--- config.mk ---
export PLATFORM = sky130hd
export DESIGN_NAME = mem_arbiter_flat
export DESIGN_NICKNAME = d
export VERILOG_FILES = /design/src/rtl/mem_arbiter_if.sv /design/src/rtl/mem_arbiter.sv /design/src/flat_wrapper.sv
export SDC_FILE = /design/constraint.sdc
export NUM_CORES = 1
export LEC_CHECK = 0
export CAP_MARGIN = 20
export CORE_MARGIN = 3
export CORE_UTILIZATION = 42
export CTS_CLUSTER_DIAMETER = 40
export DETAILED_ROUTE_END_ITERATION = 8
export HOLD_SLACK_MARGIN = 0.1
export PLACE_DENSITY = 0.8
export SYNTH_ARGS = -nofsm -noshare
export SYNTH_HDL_FRONTEND = slang
export SYNTH_SLANG_ARGS = --single-unit
--- constraint.sdc ---
create_clock -name clk -period 7.2 [get_ports clk]
set_input_delay 2.16 -clock clk [delete_from_list [all_inputs] [get_ports clk]]
set_output_delay 2.16 -clock clk [all_outputs]
set_load 0.01 [all_outputs]
--- src/rtl/mem_arbiter_if.sv ---
// Bus bundle for the memory arbiter: fetch port, data port, shared-memory
// port and the status outputs. The arbiter uses the slave view; whatever
// sits around it (core pipeline and memory) uses the master view.
interface mem_arbiter_if #(
    parameter int DATA_WIDTH = 32
);
    // instruction-fetch port
    logic                  if_req_in;
    logic [DATA_WIDTH-1:0] if_addr_in;
    logic [DATA_WIDTH-1:0] if_data_out;
    logic                  if_ack_out;
    // data port
    logic                  dm_req_in;
    logic                  dm_write_in;
    logic [DATA_WIDTH-1:0] dm_addr_in;
    logic [DATA_WIDTH-1:0] dm_wdata_in;
    logic [DATA_WIDTH-1:0] dm_rdata_out;
    logic                  dm_ack_out;
    // shared single-port memory
    logic                  mem_req_out;
    logic                  mem_write_out;
    logic [DATA_WIDTH-1:0] mem_addr_out;
    logic [DATA_WIDTH-1:0] mem_wdata_out;
    logic [DATA_WIDTH-1:0] mem_rdata_in;
    logic                  mem_ready_in;
    // status
    logic                  stall_out;
    logic                  err_out;

    modport slave (
        input  if_req_in, if_addr_in,
        output if_data_out, if_ack_out,
        input  dm_req_in, dm_write_in, dm_addr_in, dm_wdata_in,
        output dm_rdata_out, dm_ack_out,
        output mem_req_out, mem_write_out, mem_addr_out, mem_wdata_out,
        input  mem_rdata_in, mem_ready_in,
        output stall_out, err_out
    );

    modport master (
        output if_req_in, if_addr_in,
        input  if_data_out, if_ack_out,
        output dm_req_in, dm_write_in, dm_addr_in, dm_wdata_in,
        input  dm_rdata_out, dm_ack_out,
        input  mem_req_out, mem_write_out, mem_addr_out, mem_wdata_out,
        output mem_rdata_in, mem_ready_in,
        input  stall_out, err_out
    );
endinterface

--- src/rtl/mem_arbiter.sv ---
// Two-port (fetch / data) arbiter in front of a shared single-port memory.
// Data port has priority; a saturating starvation counter forces the fetch
// port through after STARVE_MAX consecutive losses. Every transaction has a
// MAX_WAIT-cycle watchdog that completes it with zero data and a sticky error.
module mem_arbiter #(
    parameter int DATA_WIDTH = 32,
    parameter int MAX_WAIT   = 15,
    parameter int STARVE_MAX = 3
) (
    input  logic          clk,
    input  logic          reset_in,
    mem_arbiter_if.slave  bus
);
    localparam int WAIT_W   = $clog2(MAX_WAIT + 1);
    localparam int STARVE_W = $clog2(STARVE_MAX + 1);
    localparam logic [WAIT_W-1:0]   WAIT_LIM   = WAIT_W'(MAX_WAIT);
    localparam logic [STARVE_W-1:0] STARVE_LIM = STARVE_W'(STARVE_MAX);

    typedef enum logic [1:0] {
        IDLE    = 2'd0,
        BUSY_IF = 2'd1,
        BUSY_DM = 2'd2
    } state_t;

    state_t                  state_q;
    logic                    mem_req_q;
    logic                    mem_write_q;
    logic [DATA_WIDTH-1:0]   mem_addr_q;
    logic [DATA_WIDTH-1:0]   mem_wdata_q;
    logic [DATA_WIDTH-1:0]   if_data_q;
    logic [DATA_WIDTH-1:0]   dm_data_q;
    logic                    if_ack_q;
    logic                    dm_ack_q;
    logic                    err_q;
    logic [WAIT_W-1:0]       wait_q;
    logic [STARVE_W-1:0]     starve_q;

    logic [WAIT_W-1:0]       wait_d;
    logic [STARVE_W-1:0]     starve_d;
    logic                    grant_if;
    logic                    grant_dm;
    logic                    timeout;

    // Arbitration and watchdog decode. No grant is made in a cycle where
    // either ack is high: the requester that just completed is still
    // holding its request, and keeping the other port waiting one cycle
    // lets back-to-back data requests build up the starvation count so the
    // fetch port is only forced through once STARVE_MAX is reached.
    always_comb begin
        grant_if = 1'b0;
        grant_dm = 1'b0;
        if (state_q == IDLE && !if_ack_q && !dm_ack_q) begin
            if (bus.if_req_in && (!bus.dm_req_in || starve_q == STARVE_LIM))
                grant_if = 1'b1;
            else if (bus.dm_req_in)
                grant_dm = 1'b1;
        end
        starve_d = starve_q;
        if (grant_dm && bus.if_req_in && starve_q != STARVE_LIM)
            starve_d = starve_q + 1'b1;
        wait_d  = wait_q + 1'b1;
        timeout = (wait_d == WAIT_LIM) && !bus.mem_ready_in;
    end

    // Main FSM: grants, memory request registers, completion and timeout.
    always_ff @(posedge clk or posedge reset_in) begin
        if (reset_in) begin
            state_q     <= IDLE;
            mem_req_q   <= 1'b0;
            mem_write_q <= 1'b0;
            mem_addr_q  <= '0;
            mem_wdata_q <= '0;
            if_data_q   <= '0;
            dm_data_q   <= '0;
            if_ack_q    <= 1'b0;
            dm_ack_q    <= 1'b0;
            err_q       <= 1'b0;
            wait_q      <= '0;
            starve_q    <= '0;
        end else begin
            if_ack_q <= 1'b0;
            dm_ack_q <= 1'b0;
            case (state_q)
                IDLE: begin
                    // mem_ready_in is deliberately not looked at here
                    if (grant_if) begin
                        state_q     <= BUSY_IF;
                        mem_req_q   <= 1'b1;
                        mem_write_q <= 1'b0;
                        mem_addr_q  <= bus.if_addr_in;
                        mem_wdata_q <= '0;
                        wait_q      <= '0;
                        starve_q    <= '0;
                    end else if (grant_dm) begin
                        state_q     <= BUSY_DM;
                        mem_req_q   <= 1'b1;
                        mem_write_q <= bus.dm_write_in;
                        mem_addr_q  <= bus.dm_addr_in;
                        mem_wdata_q <= bus.dm_wdata_in;
                        wait_q      <= '0;
                        starve_q    <= starve_d;
                    end
                end
                BUSY_IF, BUSY_DM: begin
                    // a real completion wins over a watchdog expiry on the same edge
                    if (bus.mem_ready_in || timeout) begin
                        state_q   <= IDLE;
                        mem_req_q <= 1'b0;
                        if (timeout)
                            err_q <= 1'b1;
                        if (state_q == BUSY_IF) begin
                            if_ack_q  <= 1'b1;
                            if_data_q <= timeout ? '0 : bus.mem_rdata_in;
                        end else begin
                            dm_ack_q <= 1'b1;
                            // stores leave the load data register alone
                            if (timeout)
                                dm_data_q <= '0;
                            else if (!mem_write_q)
                                dm_data_q <= bus.mem_rdata_in;
                        end
                    end else begin
                        wait_q <= wait_d;
                    end
                end
                default: state_q <= IDLE;
            endcase
        end
    end

    assign bus.mem_req_out   = mem_req_q;
    assign bus.mem_write_out = mem_write_q;
    assign bus.mem_addr_out  = mem_addr_q;
    assign bus.mem_wdata_out = mem_wdata_q;
    assign bus.if_data_out   = if_data_q;
    assign bus.if_ack_out    = if_ack_q;
    assign bus.dm_rdata_out  = dm_data_q;
    assign bus.dm_ack_out    = dm_ack_q;
    assign bus.err_out       = err_q;
    // Stall holds the pipeline while any request is outstanding; it drops in
    // the ack cycle so the pipeline can advance on that same edge.
    assign bus.stall_out     = (bus.if_req_in && !if_ack_q) || (bus.dm_req_in && !dm_ack_q);

endmodule

--- src/flat_wrapper.sv ---
// flat-port wrapper written by rule: the top's interface ports become plain ports
module mem_arbiter_flat 
#(
    parameter int DATA_WIDTH = 32,
    parameter int MAX_WAIT   = 15,
    parameter int STARVE_MAX = 3
)
  (clk, reset_in, bus_if_req_in, bus_if_addr_in, bus_if_data_out, bus_if_ack_out, bus_dm_req_in, bus_dm_write_in, bus_dm_addr_in, bus_dm_wdata_in, bus_dm_rdata_out, bus_dm_ack_out, bus_mem_req_out, bus_mem_write_out, bus_mem_addr_out, bus_mem_wdata_out, bus_mem_rdata_in, bus_mem_ready_in, bus_stall_out, bus_err_out);
  mem_arbiter_if #(.DATA_WIDTH(DATA_WIDTH)) bus_i ();
  input  logic clk;
  input  logic reset_in;
  input wire logic [$bits(bus_i.if_req_in)-1:0] bus_if_req_in;
  input wire logic [$bits(bus_i.if_addr_in)-1:0] bus_if_addr_in;
  output wire logic [$bits(bus_i.if_data_out)-1:0] bus_if_data_out;
  output wire logic [$bits(bus_i.if_ack_out)-1:0] bus_if_ack_out;
  input wire logic [$bits(bus_i.dm_req_in)-1:0] bus_dm_req_in;
  input wire logic [$bits(bus_i.dm_write_in)-1:0] bus_dm_write_in;
  input wire logic [$bits(bus_i.dm_addr_in)-1:0] bus_dm_addr_in;
  input wire logic [$bits(bus_i.dm_wdata_in)-1:0] bus_dm_wdata_in;
  output wire logic [$bits(bus_i.dm_rdata_out)-1:0] bus_dm_rdata_out;
  output wire logic [$bits(bus_i.dm_ack_out)-1:0] bus_dm_ack_out;
  output wire logic [$bits(bus_i.mem_req_out)-1:0] bus_mem_req_out;
  output wire logic [$bits(bus_i.mem_write_out)-1:0] bus_mem_write_out;
  output wire logic [$bits(bus_i.mem_addr_out)-1:0] bus_mem_addr_out;
  output wire logic [$bits(bus_i.mem_wdata_out)-1:0] bus_mem_wdata_out;
  input wire logic [$bits(bus_i.mem_rdata_in)-1:0] bus_mem_rdata_in;
  input wire logic [$bits(bus_i.mem_ready_in)-1:0] bus_mem_ready_in;
  output wire logic [$bits(bus_i.stall_out)-1:0] bus_stall_out;
  output wire logic [$bits(bus_i.err_out)-1:0] bus_err_out;
  assign bus_i.if_req_in = bus_if_req_in;
  assign bus_i.if_addr_in = bus_if_addr_in;
  assign bus_if_data_out = bus_i.if_data_out;
  assign bus_if_ack_out = bus_i.if_ack_out;
  assign bus_i.dm_req_in = bus_dm_req_in;
  assign bus_i.dm_write_in = bus_dm_write_in;
  assign bus_i.dm_addr_in = bus_dm_addr_in;
  assign bus_i.dm_wdata_in = bus_dm_wdata_in;
  assign bus_dm_rdata_out = bus_i.dm_rdata_out;
  assign bus_dm_ack_out = bus_i.dm_ack_out;
  assign bus_mem_req_out = bus_i.mem_req_out;
  assign bus_mem_write_out = bus_i.mem_write_out;
  assign bus_mem_addr_out = bus_i.mem_addr_out;
  assign bus_mem_wdata_out = bus_i.mem_wdata_out;
  assign bus_i.mem_rdata_in = bus_mem_rdata_in;
  assign bus_i.mem_ready_in = bus_mem_ready_in;
  assign bus_stall_out = bus_i.stall_out;
  assign bus_err_out = bus_i.err_out;
  mem_arbiter #(.DATA_WIDTH(DATA_WIDTH), .MAX_WAIT(MAX_WAIT), .STARVE_MAX(STARVE_MAX)) u_core (.clk(clk), .reset_in(reset_in), .bus(bus_i));
endmodule
* Yosys cells after proc, flatten, opt, wreduce, memory -nomap -nowiden *
Index checks and enable logic that the tools add are counted.

word-level totals
  register bits = 141
  input port bits = 134
  output and inout port bits = 134
  word-level logic and storage cells = 87

operators by class
  $add $sub $neg = 2
  equal/unequal tests = 9
  muxes and demuxes = 35
  bitwise logic cells = 1
  reduce and logical (&&, ||, !) cells = 28

operators with widths
  kind                                                              count
  32-bit two-way mux                                                7
  1-bit two-way mux                                                 16
  3-bit AND reduction                                               5
  2-bit two-way mux                                                 6
  4-bit two-way mux                                                 3
  1-bit logical AND                                                 8
  4-bit one-hot mux with 2 select lines                             1
  2-bit != test (second input constant)                             3
  2-bit nonzero test                                                3
  4-bit by 1-bit adder with 4-bit output (second input constant)    1
  2-bit == test (second input constant)                             2
  4-bit == test (second input constant)                             1
  1-bit logical NOT                                                 4
  2-bit one-hot mux with 2 select lines                             1
  2-bit AND reduction                                               2
  4-bit AND reduction                                               1
  1-bit logical OR                                                  3
  3-bit by 1-bit != test with 1-bit output (second input constant)  1
  2-bit by 1-bit adder with 2-bit output (second input constant)    1
  2-bit by 1-bit == test with 1-bit output (second input constant)  1
  2-bit logical NOT                                                 1
  2-bit by 1-bit != test with 1-bit output (second input constant)  1
  1-bit one-hot mux with 2 select lines                             1
  2-bit OR reduction                                                1
  1-bit NOT                                                         1

* Logic depth before layout (Yosys ltp) *
Gate-level depths: netlist (run 1).

  word-level depth = 10
  depth in mapped cells = 8
  depth with buffers taken out = 6

* Worst setup path before layout (run 1) *
OpenSTA, ideal clock, no wires.

  path kind = input to output
  start = input bus_dm_req_in
  end = output bus_stall_out
  data arrival time = 2.405 ns
  data required time = 5.040 ns
  setup slack = 2.635 ns
  stages on the path = 2
  path buffers = 0
  cells stage by stage = inv_1 o22ai_1

between the ends
  longest elaborated chain between the ends = 2

ends and longest elaborated chain
  what               line                RTL
  from (decl)        flat_wrapper.sv:16  input wire logic [$bits(bus_i.dm_req_in)-1:0] bus_dm_req_in;
  1-bit logical AND  mem_arbiter.sv:142  assign bus.stall_out = (bus.if_req_in && !if_ack_q) || (bus.dm_req_in && !dm_ack_q);
  1-bit logical OR   mem_arbiter.sv:142
  to (decl)          flat_wrapper.sv:28  output wire logic [$bits(bus_i.stall_out)-1:0] bus_stall_out;

Every way passes these cells.

* Worst setup path after layout (run 1) *
Same ends and word-level chain as after synthesis.

==> results of run 1 <==
-- area by class of cell --
cell class / count / area share [%]
Sequential cell: 141 / 37.6
Timing Repair Buffer: 275 / 29.2
Multi-Input combinational cell: 391 / 23.9
Clock buffer: 18 / 4.68
Tap cell: 176 / 2.35
Clock inverter: 14 / 1.95
Inverter: 8 / 0.373
-- critical path, stage by stage --
cell and delay, ns:
clkdlybuf4s50_1 0.53, inv_1 0.05, o22ai_1 0.14, clkdlybuf4s50_1 0.56
-- cell families (layout without fill, tap and decap cells) --
kind of cell,count (synthesis),count (layout),share of synthesized area (%)
adders and majority gates,7,7,1.47
muxes,34,34,5.72
AOI/OAI and AO/OA,120,120,13.3
DFF,141,141,59.1
buffers and inverters,48,315,3.77
and+or+nand+nor,230,230,16.7
-- placed cells by master (no fill, tap or decap), types with 2 or more instances in the layout --
cell type / n
nand3b_1: 2
nand3_1: 34
clkinv_4: 3
and3b_1: 2
a22o_1: 34
and2_1: 2
clkbuf_16: 17
a221o_1: 2
o21ai_1: 34
clkdlybuf4s50_1: 267
a32o_1: 2
mux2i_1: 33
nor3b_1: 2
nor2b_1: 5
nand4b_1: 3
o21ai_0: 3
nand2_1: 167
ha_1: 7
dfrtp_1: 141
buf_4: 7
nor2_1: 4
bufinv_16: 3
clkinvlp_4: 3
a21oi_1: 35
inv_1: 7
inv_6: 6
-- flip-flops by register name, summed over array words and instances (netlist names) --
register / count
u_core.bus.mem_addr_out: 32
u_core.starve_q: 2
u_core.bus.mem_req_out: 1
u_core.state_q: 2
u_core.bus.mem_wdata_out: 32
u_core.bus.err_out: 1
u_core.bus.dm_rdata_out: 32
u_core.bus.mem_write_out: 1
u_core.bus.dm_ack_out: 1
u_core.bus.if_data_out: 32
u_core.wait_q: 4
u_core.bus.if_ack_out: 1
-- where the power goes --
part	internal [W]	total [W]	switching (W)
Sequential	0.00117	0.00139	0.000222
Combinational	0.00101	0.00196	0.000947
Clock	0.000561	0.000915	0.000355
-- worst paths after layout --
check	start	endpoint	depth (start not counted)
min	u_core.bus.mem_wdata_out[7]$_DFFE_PP0P_	u_core.bus.mem_wdata_out[7]$_DFFE_PP0P_	2
min in group asynchronous	reset_in	u_core.bus.mem_wdata_out[15]$_DFFE_PP0P_	2
max	bus_dm_req_in	bus_stall_out	4
max in group asynchronous	reset_in	u_core.bus.if_data_out[6]$_DFFE_PP0P_	3
max reg2reg	u_core.state_q[0]$_DFFE_PP0P_	u_core.bus.mem_addr_out[11]$_DFFE_PP0P_	7
min reg2reg	u_core.bus.mem_wdata_out[7]$_DFFE_PP0P_	u_core.bus.mem_wdata_out[7]$_DFFE_PP0P_	2
-- stage by stage --
stage / cell area (sq um) / power [W]
2_1_floorplan: 5970 / 0.00235
3_3_place_gp: 8750 / 0.00330
3_5_place_dp: 8770 / 0.00337
4_1_cts: 9390 / 0.00430
5_1_grt: 9390 / 0.00454
6_report: 9390 / 0.00426
-- layer usage --
layer | track usage [%] | part of all wire [%] | up-vias
met2 | 39.8 | 50 | 258
met1 | 26.7 | 38 | 2532
met3 | 7.51 | 8.4 | 36
li1 | - | - | 2502
met4 | 9.18 | 3.0 | 0
met5 | 0 | 0 | -
==> run_results.csv, run 1 <==
group,metric,value,unit
synthesis,synth.top_cells.by_area,"dfrtp_1 59%, nand2_1 11%, mux2i_1 5.5%",
setup_path,timing.setup.critical_path_class,"in2out",
clock_tree,cts-root-buf,"clkbuf_16",
synthesis,synthDominantAreaCellType,"dfrtp_1",
setup_path,cp_data_required_time,5.04,ns
final_layout,multi_input_area,2240,sq um
setup_path,critical_path_peak_fanout,4,
clock_tree,htree_num_levels,4,
power,peakVddDrop,240,uV
floorplan,floorplan.core_area,13600,sq um
clock_tree,clock-sinks,141,
power,power-per-cell-area,454,nW/um^2
placement,dp_hpwl,13200,microns
placement,dp_worst_setup_slack,1.60,ns
synthesis,netlist_top_cells_count,"168 x nand2_1, 141 x dfrtp_1, 35 x a21oi_1",
synthesis,synthCells,580,
final_layout,finish.cell_count_without_fillers,1023,
synthesis,synthArstFlopShare,100,%
floorplan,initial_utilization,44.0,%
synthesis,synth.yosys.seq_area_share,59.1,%
synthesis,netlist.area_leader.share,59.1,%
clock_tree,hold_fix_buffers_cts,0,
floorplan,num_rows,42,
setup_path,worst_setup_path_end_kind,"primary output",
worst_hold_path,hold_path_class,"reg2reg",
power,p_leak,4.32,nW
synthesis,postSynthRegisterBits,141,
setup_path,startpoint_type,"input pin",
grt,globalRoute.totalOverflow,0,
final_layout,drive_above_1_share,5.90,%
placement,io_buffers,267,
run,max_capacitance_violation_count,0,
drt,detail_route.first_pass.iterations,4,
drt,routed_wire_length_per_instance,17.6,microns
drt,routed-via-count,5328,
synthesis,synth_most_common_cell,"nand2_1",
timing,worst_slew_pin_slew,0.926,ns
grt,initial_antenna_violation_count,0,
timing,fin_hold_ws,0.468,ns
timing,slew_viol_final,0,
run_status,result_of_the_run,"complete, no violations",
timing,hold_violations,0,
timing,timing.final.setup_violations,0,
timing,timing.max_slew.rel_slack,38.3,%
synthesis,synth_enable_flop_cells,0,
synthesis,yosysUniqueCellTypes,43,
clock_tree,post-cts-setup-buffers,0,
synthesis,ys_warn_count,0,
drt,drt-initial-drc-count,318,
final_layout,post-route-util,69.3,%
placement,gp_congestion,0.874,
synthesis,synth_fp_nets,721,
grt,grt_start_max_net_pins,98,
clock_tree,post_cts_resized,0,
grt,first_pass_grt_wire_length,28900,microns
synthesis,syn-mean-instance-area,10.3,sq um
final_layout,areaGrowthSynthToFinish,57.2,%
synthesis,syn_area,5970,sq um
floorplan,die_height,125,microns
final_layout,num-nets-final,975,
floorplan,die-area,15700,sq um
timing,achievable-frequency,0.179,GHz
drt,count_of_antenna_violating_nets_left_after_detailed_routing,0,
timing,final.setup.worst_slack,1.60,ns
final_layout,filler_cell_count,996,
drt,wirelength,18000,microns
final_layout,antenna_cells,0,
grt,globalRouteTotalUtil,23.1,%
synthesis,flip_flop_cell_with_the_highest_count_after_synthesis,"dfrtp_1",
floorplan,die_x,125,microns
clock_tree,clk-insertion-delay-late,0.42,ns
clock_tree,clockBufferDepth,2,
setup_path,worstPathArrival,3.44,ns
placement,dp.cells,991,
timing,grt_setup_unrepaired,"false",
timing,layout_worst_path_cycle_share,77.8,%
floorplan,io_pins,268,
drt,post_drt_via_cell_ratio,5.21,
clock_tree,clk_transition_reported_paths,0.07,ns
clock_tree,cts_tree,"built",
timing,fin_setup_tns,0,ns
clock_tree,total_clock_buffers_created_by_cts,17,
timing,fin_crit,5.60,ns
final_layout,layout.area.seq,3530,sq um
drt,route.detailed.drc,0,
grt,first_global_vias,5474,
timing,finalClockSkew,0.0101,ns
setup_path,reg2reg_slack,4.52,ns
Note: power is estimated with default switching activity, not from simulation.
==> inputs of run 2 (changes only) <==
--- a/config.mk
+++ b/config.mk
@@ -7,11 +7,11 @@
 export LEC_CHECK = 0
 export CAP_MARGIN = 20
 export CORE_MARGIN = 3
-export CORE_UTILIZATION = 42
+export CORE_UTILIZATION = 38
 export CTS_CLUSTER_DIAMETER = 40
 export DETAILED_ROUTE_END_ITERATION = 8
 export HOLD_SLACK_MARGIN = 0.1
-export PLACE_DENSITY = 0.8
+export PLACE_DENSITY = 0.76
 export SYNTH_ARGS = -nofsm -noshare
 export SYNTH_HDL_FRONTEND = slang
 export SYNTH_SLANG_ARGS = --single-unit
==> constraint.sdc (replaced) <==
create_clock -name clk -period 4.7 [get_ports clk]
set_input_delay 1.41 -clock clk [delete_from_list [all_inputs] [get_ports clk]]
set_output_delay 1.41 -clock clk [all_outputs]
set_load 0.01 [all_outputs]
==> run_results.csv, run 2 (synthesis results as in run 1) <==
group,metric,value,unit
power,power-per-cell-area,684,nW/um^2
floorplan,die-area,17300,sq um
timing,final.setup.worst_slack,0.622,ns
floorplan,num_rows,45,
worst_hold_path,hold_path_class,"reg2reg",
timing,fin_hold_ws,0.463,ns
drt,post_drt_via_cell_ratio,4.96,
clock_tree,post-cts-setup-buffers,0,
final_layout,post-route-util,61.7,%
placement,io_buffers,267,
timing,hold_violations,0,
timing,fin_setup_tns,0,ns
setup_path,worst_setup_path_startpoint,"bus_dm_req_in",
setup_path,rr_endpoint,"u_core.bus.if_data_out[7]$_DFFE_PP0P_",
setup_path,worst_setup_path_end_kind,"primary output",
setup_path,worstPathArrival,2.67,ns
final_layout,areaGrowthSynthToFinish,58.2,%
timing,timing.final.setup_violations,0,
power,intPower,0.00420,W
timing,worst_slew_pin_slew,0.932,ns
drt,routed_wire_length_per_instance,16.2,microns
power,peakVddDrop,352,uV
clock_tree,htree_num_levels,4,
final_layout,mostFrequentLayoutCell,"clkdlybuf4s50_1",
clock_tree,cts-root-buf,"clkbuf_16",
timing,timing.max_slew.rel_slack,37.9,%
final_layout,layout_common_cells,"267 x clkdlybuf4s50_1, 167 x nand2_1, 141 x dfrtp_1, 35 x a21oi_1",
placement,dp_hpwl,12200,microns
placement,gp_congestion,0.768,
setup_path,reg2regPathDepth,6,
floorplan,initial_utilization,39.0,%
setup_path,critical_path_peak_fanout,4,
power,comb_power_share,46.2,%
drt,detail_route.first_pass.iterations,4,
timing,finalClockSkew,0.00843,ns
power,p_leak,4.32,nW
floorplan,io_pins,268,
timing,layout_worst_path_cycle_share,86.8,%
power,p_sw,0.00226,W
clock_tree,total_clock_buffers_created_by_cts,17,
drt,drt-initial-drc-count,258,
drt,route.detailed.drc,0,
final_layout,drive_above_1_share,5.78,%
drt,routed-via-count,5257,
clock_tree,clk-insertion-delay-late,0.41,ns
grt,globalRoute.totalOverflow,0,
run_status,result_of_the_run,"complete, no violations",
timing,grt_setup_unrepaired,"false",
grt,globalRouteTotalUtil,19.7,%
final_layout,antenna_cells,0,
drt,wirelength,17200,microns
run,max_capacitance_violation_count,0,
floorplan,floorplan.core_area,15300,sq um
grt,initial_antenna_violation_count,0,
floorplan,die_height,131,microns
setup_path,worst_setup_path_endpoint,"bus_stall_out",
power,net_switching_share_of_the_total_power,35.0,%
grt,first_pass_grt_wire_length,27400,microns
placement,dp_worst_setup_slack,0.619,ns
clock_tree,cts_tree,"built",
final_layout,filler_cell_count,1306,
grt,first_global_vias,5237,
setup_path,startpoint_type,"input pin",
timing,achievable-frequency,0.245,GHz
final_layout,num-nets-final,976,
setup_path,critical_path.reg2reg.startpoint,"u_core.wait_q[0]$_DFFE_PP0P_",
timing,slew_viol_final,0,
setup_path,timing.setup.critical_path_class,"in2out",
power,power.sequential.fraction,32.6,%
clock_tree,hold_fix_buffers_cts,0,
clock_tree,clockBufferDepth,2,
power,post-layout-total-power,0.00646,W
setup_path,reg2reg_slack,2.36,ns
timing,fin_crit,4.08,ns
setup_path,cp_data_required_time,3.29,ns
floorplan,die_x,131,microns
drt,count_of_antenna_violating_nets_left_after_detailed_routing,0,
grt,grt_start_max_net_pins,72,
power,clkPwrFrac,21.2,%
clock_tree,clk_transition_reported_paths,0.05,ns
clock_tree,clock-sinks,141,
clock_tree,post_cts_resized,0,
==> run 2: cell count changes in the layout (fill, tap and decap cells not counted) <==
| cell | before | now |
|---|---|---|
| inv_6 | 6 | 2 |
| buf_12 | 0 | 2 |
| clkbuf_1 | 0 | 2 |
| buf_8 | 1 | 0 |
| clkinv_2 | 0 | 1 |
| clkinvlp_4 | 3 | 4 |
| nand2_2 | 1 | 0 |
| nand2_4 | 0 | 1 |
==> run 2: how the worst min path moves through the flow <==
stage	start	endpoint	slack (ns)	cells after the start
floorplan	u_core.wait_q[2]$_DFFE_PP0P_	u_core.wait_q[2]$_DFFE_PP0P_	0.49	1
global placement	u_core.bus.mem_wdata_out[15]$_DFFE_PP0P_	u_core.bus.mem_wdata_out[15]$_DFFE_PP0P_	0.45	2
detailed placement	u_core.bus.mem_wdata_out[0]$_DFFE_PP0P_	u_core.bus.mem_wdata_out[0]$_DFFE_PP0P_	0.45	2
CTS	u_core.bus.mem_wdata_out[12]$_DFFE_PP0P_	u_core.bus.mem_wdata_out[12]$_DFFE_PP0P_	0.47	2
global route	u_core.bus.mem_wdata_out[1]$_DFFE_PP0P_	u_core.bus.mem_wdata_out[1]$_DFFE_PP0P_	0.48	2
finish	u_core.bus.mem_wdata_out[12]$_DFFE_PP0P_	u_core.bus.mem_wdata_out[12]$_DFFE_PP0P_	0.46	2
==> run 2: power groups by stage <==
| stage | clock network [W] | logic (W) | registers (W) |
|---|---|---|---|
| 6_report | 0.00137 | 0.00299 | 0.00210 |
| 5_1_grt | 0.00146 | 0.00325 | 0.00217 |
| 4_1_cts | 0.00140 | 0.00304 | 0.00210 |
| 3_5_place_dp | 0 | 0.00302 | 0.00212 |
| 3_3_place_gp | 0 | 0.00298 | 0.00210 |
| 2_1_floorplan | 0 | 0.00125 | 0.00235 |
==> run 2: critical path: stages <==
cell and delay [ns]:
clkdlybuf4s50_1 0.52, inv_1 0.05, o22ai_1 0.14, clkdlybuf4s50_1 0.55
==> run 2: through the flow <==
| stage | cells | instance area (sq um) |
|---|---|---|
| after detailed placement | 1027 | 8840 |
| after global placement | 1027 | 8840 |
| after CTS | 1059 | 9450 |
| after floorplan | 580 | 5980 |
| final | 1059 | 9450 |
| after global routing | 1059 | 9450 |
==> run 2: routing by layer <==
metal | GRT usage [%] | share of wire, %
met4 | 5.89 | 1.5
met2 | 33.0 | 48
met5 | 0 | 0
met3 | 8.19 | 9.4
met1 | 23.4 | 41
==> run 2: final cells by class <==
cell class                      instances  area (sq um)  share of cell area, %
Clock buffer                           20           447                   4.73
Clock inverter                         12           161                   1.71
Timing Repair Buffer                  276          2770                   29.3
Sequential cell                       141          3530                   37.3
Inverter                                8          33.8                  0.358
Multi-Input combinational cell        391          2250                   23.8
Tap cell                              211           264                   2.79
